$ cat src/rtl/cnn_wr_packer.sv
// cnn_wr_packer: requantises CNN results to int8 and packs them into memory write lines
module cnn_wr_packer #(
    parameter int ADDR_WIDTH   = 19,
    parameter int MEM_DATA_BUS = 128,
    parameter int RES_WIDTH    = 32,
    parameter int LOG2_BYTES   = $clog2(MEM_DATA_BUS / 8)
) (
    input  logic                    clk,
    input  logic                    rst,
    input  logic                    sw_start,
    input  logic [ADDR_WIDTH-1:0]   sw_addr_z,
    input  logic [4:0]              sw_shift,
    input  logic                    sw_relu_en,
    input  logic                    res_valid,
    input  logic [RES_WIDTH-1:0]    res_data,
    input  logic                    res_last,
    output logic                    res_ready,
    output logic                    mem_req,
    output logic [ADDR_WIDTH-1:0]   mem_start_addr,
    output logic [LOG2_BYTES:0]     mem_size_bytes,
    output logic [MEM_DATA_BUS-1:0] mem_data,
    output logic                    last,
    input  logic                    mem_gnt,
    output logic                    busy,
    output logic                    done
);
    localparam int BYTES = MEM_DATA_BUS / 8;

    typedef enum logic [1:0] {IDLE, ACCUM, WRITE, DONE} state_t;

    state_t                  state, state_nx;
    logic [ADDR_WIDTH-1:0]   addr;
    logic [4:0]              shift;
    logic                    relu_en;
    logic [LOG2_BYTES:0]     cnt;
    logic [MEM_DATA_BUS-1:0] line, line_nx;
    logic signed [RES_WIDTH-1:0] v, s;
    logic [7:0]              q;
    logic                    accept, flush, granted;

    // requantise the incoming result and merge it into the current line
    always_comb begin
        v = (relu_en && res_data[RES_WIDTH-1]) ? '0 : res_data;
        s = v >>> shift;
        q = (s > $signed(RES_WIDTH'(127))) ? 8'h7f :
            (s < -$signed(RES_WIDTH'(128))) ? 8'h80 : s[7:0];
        line_nx = line;
        line_nx[{cnt[LOG2_BYTES-1:0], 3'b000} +: 8] = q;
        accept  = res_ready && res_valid;
        flush   = accept && (res_last || cnt == (LOG2_BYTES + 1)'(BYTES - 1));
        granted = mem_req && mem_gnt;
    end

    // next-state selection
    always_comb begin
        state_nx = state;
        case (state)
            IDLE:    state_nx = sw_start ? ACCUM : IDLE;
            ACCUM:   state_nx = flush ? WRITE : ACCUM;
            WRITE:   state_nx = granted ? (last ? DONE : ACCUM) : WRITE;
            default: state_nx = IDLE;
        endcase
    end

    // state register
    always_ff @(posedge clk or posedge rst) begin
        if (rst) state <= IDLE;
        else     state <= state_nx;
    end

    // registered outputs, configuration, line buffer and write address
    always_ff @(posedge clk or posedge rst) begin
        if (rst) begin
            res_ready      <= 1'b0;
            busy           <= 1'b0;
            done           <= 1'b0;
            mem_req        <= 1'b0;
            mem_start_addr <= '0;
            mem_size_bytes <= '0;
            mem_data       <= '0;
            last           <= 1'b0;
            addr           <= '0;
            shift          <= '0;
            relu_en        <= 1'b0;
            cnt            <= '0;
            line           <= '0;
        end else begin
            res_ready <= state_nx == ACCUM;
            busy      <= state_nx != IDLE;
            done      <= state_nx == DONE;
            if (state == IDLE && sw_start) begin
                addr    <= sw_addr_z;
                shift   <= sw_shift;
                relu_en <= sw_relu_en;
            end
            if (accept) begin
                line <= line_nx;
                cnt  <= cnt + 1'b1;
            end
            if (flush) begin
                mem_req        <= 1'b1;
                mem_data       <= line_nx;
                mem_size_bytes <= cnt + 1'b1;
                mem_start_addr <= addr;
                last           <= res_last;
            end
            if (granted) begin
                mem_req <= 1'b0;
                last    <= 1'b0;
                addr    <= addr + ADDR_WIDTH'(mem_size_bytes);
                line    <= '0;
                cnt     <= '0;
            end
        end
    end
endmodule

$ cat config.mk
export PLATFORM = sky130hd
export DESIGN_NAME = cnn_wr_packer
export DESIGN_NICKNAME = d
export VERILOG_FILES = /design/src/rtl/cnn_wr_packer.sv
export SDC_FILE = /design/constraint.sdc
export NUM_CORES = 1
export LEC_CHECK = 0
export CAP_MARGIN = 20
export CORE_MARGIN = 2
export CORE_UTILIZATION = 45
export CTS_CLUSTER_SIZE = 40
export DETAILED_ROUTE_END_ITERATION = 7
export PLACE_DENSITY = 0.65
export SYNTH_ARGS = -nofsm -noshare
export SYNTH_HDL_FRONTEND = slang
export SYNTH_SLANG_ARGS = --single-unit
$ cat constraint.sdc
create_clock -name clk -period 23.9 [get_ports clk]
set_input_delay 4.78 -clock clk [delete_from_list [all_inputs] [get_ports clk]]
set_output_delay 4.78 -clock clk [all_outputs]
set_load 0.01 [all_outputs]
==> impl_metrics.csv, run 1 <==
group,metric,value,unit
status,outcome,"finished, final reports clean",
timing,slew_violations,0,
min_path,holdPathStages,2,
critical_path,arrival,8.93,ns
final_layout,nets,1902,
timing,tightest_slew,1.04,ns
grt,grt_pass1_wl,73900,um
critical_path,worstReg2RegStart,"shift[2]$_DFFE_PP0P_",
grt,antenna_found_initial,1,
timing,hold_viol_final,0,
timing,setup_tns,0,ns
critical_path,timing.rr.end,"mem_data[29]$_DFFE_PP0P_",
detailed_routing,ant_nets,0,
clocking,cts_sinks,317,
yosys,synthMuxAreaShare,4.32,%
clocking,cts_root_buf,"clkbuf_16",
timing,max_slew_margin,30.4,%
floorplanning,rows,67,
clocking,clk_path_buf_depth,3,
final_layout,final_cell_mix,"dfrtp_1 (316), nand2_1 (290), clkdlybuf4s50_1 (219), o21ai_1 (213), a21oi_1 (170)",
place,place_congestion,0.903,
final_layout,num-fill-cells,3051,
floorplanning,core_region_area,33700,um2
critical_path,worstPathRequired,24.26,ns
floorplanning,die_y,190,um
final_layout,syn_to_final_growth,21.8,%
yosys,synth-xor-area-share,0.452,%
min_path,hp-class,"reg -> reg",
yosys,syn_nets,1741,
yosys,seq_area_frac_synth,51.2,%
clocking,clk_latency,0.51,ns
place,port_buffers,219,
grt,grt_pass1_vias,13020,
final_layout,final_common_cell,"dfrtp_1",
yosys,synthSimpleGateAreaFrac,17.0,%
power_and_ir_drop,powerDensity,118,nW/um2
final_layout,n_antenna_cell,0,
timing,rsz0062_at_grt,"no",
grt,track_usage,25.8,%
yosys,yosysUniqueCellTypes,78,
floorplanning,dieArea,35900,um2
yosys,async_reset_ff_share,100,%
grt,grt_overflow,0,
place,place_hpwl,30200,um
clocking,cts.hold.buffers_added,0,
final_layout,seq_area,7930,um2
yosys,yosysWarnings,0,
yosys,synthAdderAreaFrac,0.776,%
detailed_routing,num_vias,13481,
timing,fin_crit_sh,35.8,%
yosys,yosysTopAreaCellShare,51.2,%
critical_path,cp-end-kind,"register",
critical_path,crit_start,"res_data[31]",
timing,finalSetupViolCount,0,
yosys,synth_top_area_cell,"dfrtp_1",
final_layout,multi_input_area,6890,um2
place,dp.cells,2240,
yosys,synthTopCellsByArea,"dfrtp_1 (51%), nand2_1 (7.0%), o21ai_1 (6.9%)",
clocking,cts_setup_buffers,0,
timing,fmaxAchievable,117,MHz
floorplanning,die_w,190,um
job,maxCapViolCount,0,
yosys,synth_top_family_by_area,"compound AO/OA/AOI/OAI gates",
yosys,synth_compound_area_share,21.7,%
critical_path,crit_end,"mem_data[29]$_DFFE_PP0P_",
final_layout,fin_cells,2301,
yosys,avgSynthCellArea,9.28,um2
yosys,ys_seq_elements,317,
detailed_routing,drc,0,
detailed_routing,avgRoutedWirePerCell,20.4,um
final_layout,drive_gt1_share,5.77,%
clocking,htreeDepth,2,
detailed_routing,drt-pass1-iter-count,7,
yosys,synth_edf_count,0,
clocking,cts_made_buffers,35,
timing,finClkSkew,0.0130,ns
floorplanning,ioPinCount,220,
critical_path,worstRegToRegCells,8,
critical_path,cp_max_fo,39,
grt,grt_max_degree,177,
yosys,synth_ff_type,"dfrtp_1",
clocking,cts_tree,"yes",
yosys,netlist_instances,1669,
critical_path,cp-start-kind,"primary input",
yosys,syn_area,15500,um2
critical_path,worstSetupPathType,"in -> reg",
detailed_routing,viasPerCell,5.86,
critical_path,reg2reg_slack,19.50,ns
floorplanning,start_util,46.0,%
timing,period_minus_slack,8.57,ns
clocking,cts_resized,0,
detailed_routing,drtIter0Drc,1067,
power_and_ir_drop,power_leakage,0.00852,uW
clocking,clkTransAtPathRegs,0.06,ns
power_and_ir_drop,ir_drop,89.0,uV
detailed_routing,wl,46800,um
worst max-delay path: stages:
cell	delay [ns]
clkdlybuf4s50_1	0.63
nand2b_2	0.82
o21ai_0	0.40
a221oi_1	0.41
a211oi_1	0.15
nor2_1	0.13
nand4_1	0.14
o41ai_4	0.68
o21a_4	0.57
o21ai_0	0.18
cell usage after synthesis, drive strengths merged, types with 10 or more instances:
| cell type | count |
|---|---|
| a21oi | 170 |
| o22ai | 27 |
| o21ai | 295 |
| nor3 | 10 |
| dfrtp | 317 |
| clkbuf | 68 |
| mux2i | 42 |
| nand2 | 290 |
| inv | 16 |
| and2 | 12 |
| nor2 | 86 |
| a211oi | 19 |
| nand3 | 17 |
| and3 | 122 |
| buf | 40 |
sequential cells by signal, summed over array words and instances, names as in the netlist, 2 cells and up:
| register | count |
|---|---|
| addr | 19 |
| cnt | 5 |
| line | 128 |
| mem_data | 128 |
| mem_size_bytes | 5 |
| mem_start_addr | 19 |
| shift | 5 |
| state | 2 |
stage by stage:
stage          worst slack (ns)  hold slack [ns]  total power, uW  util, %  cell area [um2]
2_1_floorplan             10.35            0.447             1370        -            15500
3_3_place_gp              14.88            0.458             1690     52.7            17800
3_5_place_dp              14.85            0.464             1700     52.7            17800
4_1_cts                   15.36            0.478             2230     55.9            18800
5_1_grt                   15.10            0.491             2360     56.0            18900
6_report                  15.33            0.474             2230     56.0            18900
final cells by class:
class | instances | area share [%]
Sequential cell | 317 | 42.1
Multi-Input combinational cell | 1227 | 36.5
Timing Repair Buffer | 232 | 12.3
Clock buffer | 54 | 5.34
Tap cell | 448 | 2.97
Clock inverter | 6 | 0.464
Inverter | 17 | 0.378
power by group:
group,total (uW),switching [uW],internal (uW)
Clock,523,212,311
Combinational,952,599,352
Sequential,756,99.7,656
per-layer routing:
layer | track usage, % | part of all wire, % | routed length, um
met1 | 37.5 | 45 | 21100
met3 | 4.26 | 7.0 | 3270
met4 | 6.44 | 2.2 | 1040
met5 | 0 | 0.015 | 7
met2 | 40.3 | 46 | 21400
worst min-delay path by stage:
stage | start | slack [ns] | to
finish | mem_start_addr[15]$_DFFE_PP0P_ | 0.47 | mem_start_addr[15]$_DFFE_PP0P_
detailed placement | mem_start_addr[13]$_DFFE_PP0P_ | 0.46 | mem_start_addr[13]$_DFFE_PP0P_
global placement | line[83]$_DFFE_PP0P_ | 0.46 | line[83]$_DFFE_PP0P_
global route | line[9]$_DFFE_PP0P_ | 0.49 | line[9]$_DFFE_PP0P_
floorplan | line[0]$_DFFE_PP0P_ | 0.45 | line[0]$_DFFE_PP0P_
CTS | mem_start_addr[13]$_DFFE_PP0P_ | 0.48 | mem_start_addr[13]$_DFFE_PP0P_
kinds of logic after synthesis:
logic type,count (synthesis)
XOR/XNOR,8
multiplexers,54
AND/OR/NAND/NOR,574
AO/OA/AOI/OAI,582
adder cells (fa/ha/maj),9
buffers and inverters,125
flip-flops,317
No activity file was read; power rests on OpenSTA's default activity.
==> run 2: changes to the inputs <==
--- a/config.mk
+++ b/config.mk
@@ -10,7 +10,7 @@
 export CORE_UTILIZATION = 45
 export CTS_CLUSTER_SIZE = 40
 export DETAILED_ROUTE_END_ITERATION = 7
-export PLACE_DENSITY = 0.65
+export PLACE_DENSITY = 0.67
 export SYNTH_ARGS = -nofsm -noshare
 export SYNTH_HDL_FRONTEND = slang
 export SYNTH_SLANG_ARGS = --single-unit
==> constraint.sdc (replaced) <==
create_clock -name clk -period 7.48 [get_ports clk]
set_input_delay 1.496 -clock clk [delete_from_list [all_inputs] [get_ports clk]]
set_output_delay 1.496 -clock clk [all_outputs]
set_load 0.01 [all_outputs]
==> impl_metrics.csv, run 2 (synthesized netlist as in run 1, its figures left out) <==
group,metric,value,unit
timing,rsz0062_at_grt,"no",
clocking,clk_path_buf_depth,3,
critical_path,reg2reg_slack,3.05,ns
timing,holdWs,0.474,ns
clocking,clkTransAtPathRegs,0.07,ns
critical_path,crit_start,"res_data[31]",
timing,fin_crit_sh,71.4,%
grt,grt_overflow,0,
timing,tightest_slew,1.06,ns
final_layout,drive_gt1_share,6.31,%
timing,hold_viol_final,0,
critical_path,timing.rr.end,"mem_data[28]$_DFFE_PP0P_",
grt,antenna_found_initial,0,
floorplanning,ioPinCount,220,
critical_path,worstPathRequired,7.85,ns
floorplanning,die_y,190,um
power_and_ir_drop,internal_power,4250,uW
status,outcome,"finished, final reports clean",
timing,finalSetupViolCount,0,
detailed_routing,avgRoutedWirePerCell,20.3,um
power_and_ir_drop,switching_share,40.8,%
final_layout,syn_to_final_growth,22.2,%
power_and_ir_drop,power_leakage,0.00855,uW
floorplanning,core_region_area,33700,um2
timing,fmaxAchievable,187,MHz
critical_path,cp-start-kind,"primary input",
detailed_routing,num_vias,13439,
clocking,cts_root_buf,"clkbuf_16",
final_layout,reg_top3,"line: 128 flops, mem_data: 128 flops",
timing,slew_violations,0,
power_and_ir_drop,combPwrFrac,42.3,%
detailed_routing,drc,0,
clocking,cts_made_buffers,35,
floorplanning,rows,67,
clocking,cts_tree,"yes",
timing,setup_tns,0,ns
detailed_routing,viasPerCell,5.84,
power_and_ir_drop,pwr-share-clk,24.0,%
critical_path,worstReg2RegStart,"shift[2]$_DFFE_PP0P_",
grt,track_usage,25.6,%
critical_path,worstSetupPathType,"in -> reg",
critical_path,worstRegToRegCells,8,
power_and_ir_drop,switchingPower,2930,uW
final_layout,final_common_cell,"dfrtp_1",
place,place_congestion,0.902,
place,dp.cells,2242,
power_and_ir_drop,share_seq_of_total_power,33.7,%
detailed_routing,drt-pass1-iter-count,7,
timing,fin_ws,2.14,ns
min_path,hp-class,"reg -> reg",
final_layout,nets,1904,
final_layout,final_cell_mix,"dfrtp_1 (316), nand2_1 (290), clkdlybuf4s50_1 (219), o21ai_1 (213), a21oi_1 (170)",
clocking,cts.hold.buffers_added,0,
clocking,cts_sinks,317,
final_layout,n_antenna_cell,0,
place,port_buffers,219,
floorplanning,start_util,46.0,%
power_and_ir_drop,ir_drop,237,uV
timing,finClkSkew,0.0196,ns
place,place_hpwl,30100,um
detailed_routing,ant_nets,0,
grt,grt_pass1_wl,73500,um
final_layout,stdcell_area,18900,um2
clocking,cts_setup_buffers,0,
floorplanning,dieArea,35900,um2
critical_path,cp-end-kind,"register",
grt,grt_pass1_vias,12921,
place,dpl_cell_area,17800,um2
place,pre_cts_slack,1.69,ns
floorplanning,die_w,190,um
power_and_ir_drop,powerDensity,379,nW/um2
timing,period_minus_slack,5.34,ns
detailed_routing,drtIter0Drc,1197,
job,maxCapViolCount,0,
final_layout,num-fill-cells,3061,
critical_path,arrival,5.72,ns
clocking,htreeDepth,2,
detailed_routing,wl,46700,um
critical_path,crit_end,"mem_data[28]$_DFFE_PP0P_",
grt,grt_max_degree,116,
timing,max_slew_margin,29.5,%
clocking,cts_resized,0,
final_layout,fin_cells,2301,
clocking,clk_latency,0.52,ns
critical_path,cp_max_fo,39,
[run 2: cell count changes in the layout (fill, tap and decap cells not counted)]
cell / before / now
inv_8: 1 / 0
clkinvlp_4: 0 / 2
bufinv_16: 2 / 3
inv_16: 0 / 1
nor2_1: 85 / 84
buf_4: 11 / 13
nor2_2: 0 / 1
clkbuf_1: 13 / 4
clkinv_2: 2 / 6
[run 2: area by class of cell]
| class | instances | area, um2 | share of cell area [%] |
|---|---|---|---|
| sequential | 317 | 7930 | 41.9 |
| inverter | 17 | 67.6 | 0.357 |
| multi-input combinational | 1227 | 6890 | 36.4 |
| clock inverter | 13 | 165 | 0.873 |
| timing repair buffer | 234 | 2330 | 12.3 |
| tap | 448 | 561 | 2.96 |
| clock buffer | 45 | 973 | 5.14 |
[run 2: worst min-delay path by stage]
| stage | startpoint | end | slack (ns) | cells past startpoint |
|---|---|---|---|---|
| final | mem_start_addr[13]$_DFFE_PP0P_ | mem_start_addr[13]$_DFFE_PP0P_ | 0.47 | 2 |
| after global routing | line[125]$_DFFE_PP0P_ | line[125]$_DFFE_PP0P_ | 0.49 | 2 |
| after CTS | mem_start_addr[9]$_DFFE_PP0P_ | mem_start_addr[9]$_DFFE_PP0P_ | 0.48 | 2 |
| after detailed placement | mem_start_addr[9]$_DFFE_PP0P_ | mem_start_addr[9]$_DFFE_PP0P_ | 0.46 | 2 |
| after global placement | line[104]$_DFFE_PP0P_ | line[104]$_DFFE_PP0P_ | 0.46 | 2 |
| after floorplan | line[0]$_DFFE_PP0P_ | line[0]$_DFFE_PP0P_ | 0.45 | 2 |
[run 2: power groups by stage]
stage          combinational [uW]  sequential [uW]  clock, uW
4_1_cts                      2950             2450       1740
2_1_floorplan                1980             2410          0
5_1_grt                      3290             2460       1820
3_3_place_gp                 2920             2470          0
3_5_place_dp                 2940             2480          0
6_report                     3040             2420       1730
[run 2: metrics by stage]
stage	power (uW)	util (%)
2_1_floorplan	4390	-
5_1_grt	7570	56.2
3_3_place_gp	5390	52.7
4_1_cts	7150	56.1
6_report	7180	56.2
3_5_place_dp	5420	52.7
[run 2: worst max-delay path, stage by stage]
cell	delay (ns)
clkdlybuf4s50_1	0.63
nand2b_2	0.85
o21ai_0	0.41
a221o_1	0.36
o211a_2	0.13
nor3_1	0.20
nand4_1	0.18
o41ai_4	0.69
o21a_4	0.57
o21ai_0	0.18
[run 2: routing by layer]
layer / GRT usage, % / vias to the layer above / routed length, um
met5: 0 / - / 0
met4: 7.01 / 0 / 1050
met3: 3.48 / 81 / 2910
met2: 39.9 / 482 / 21500
met1: 37.6 / 6599 / 21200
li1: - / 6277 / -
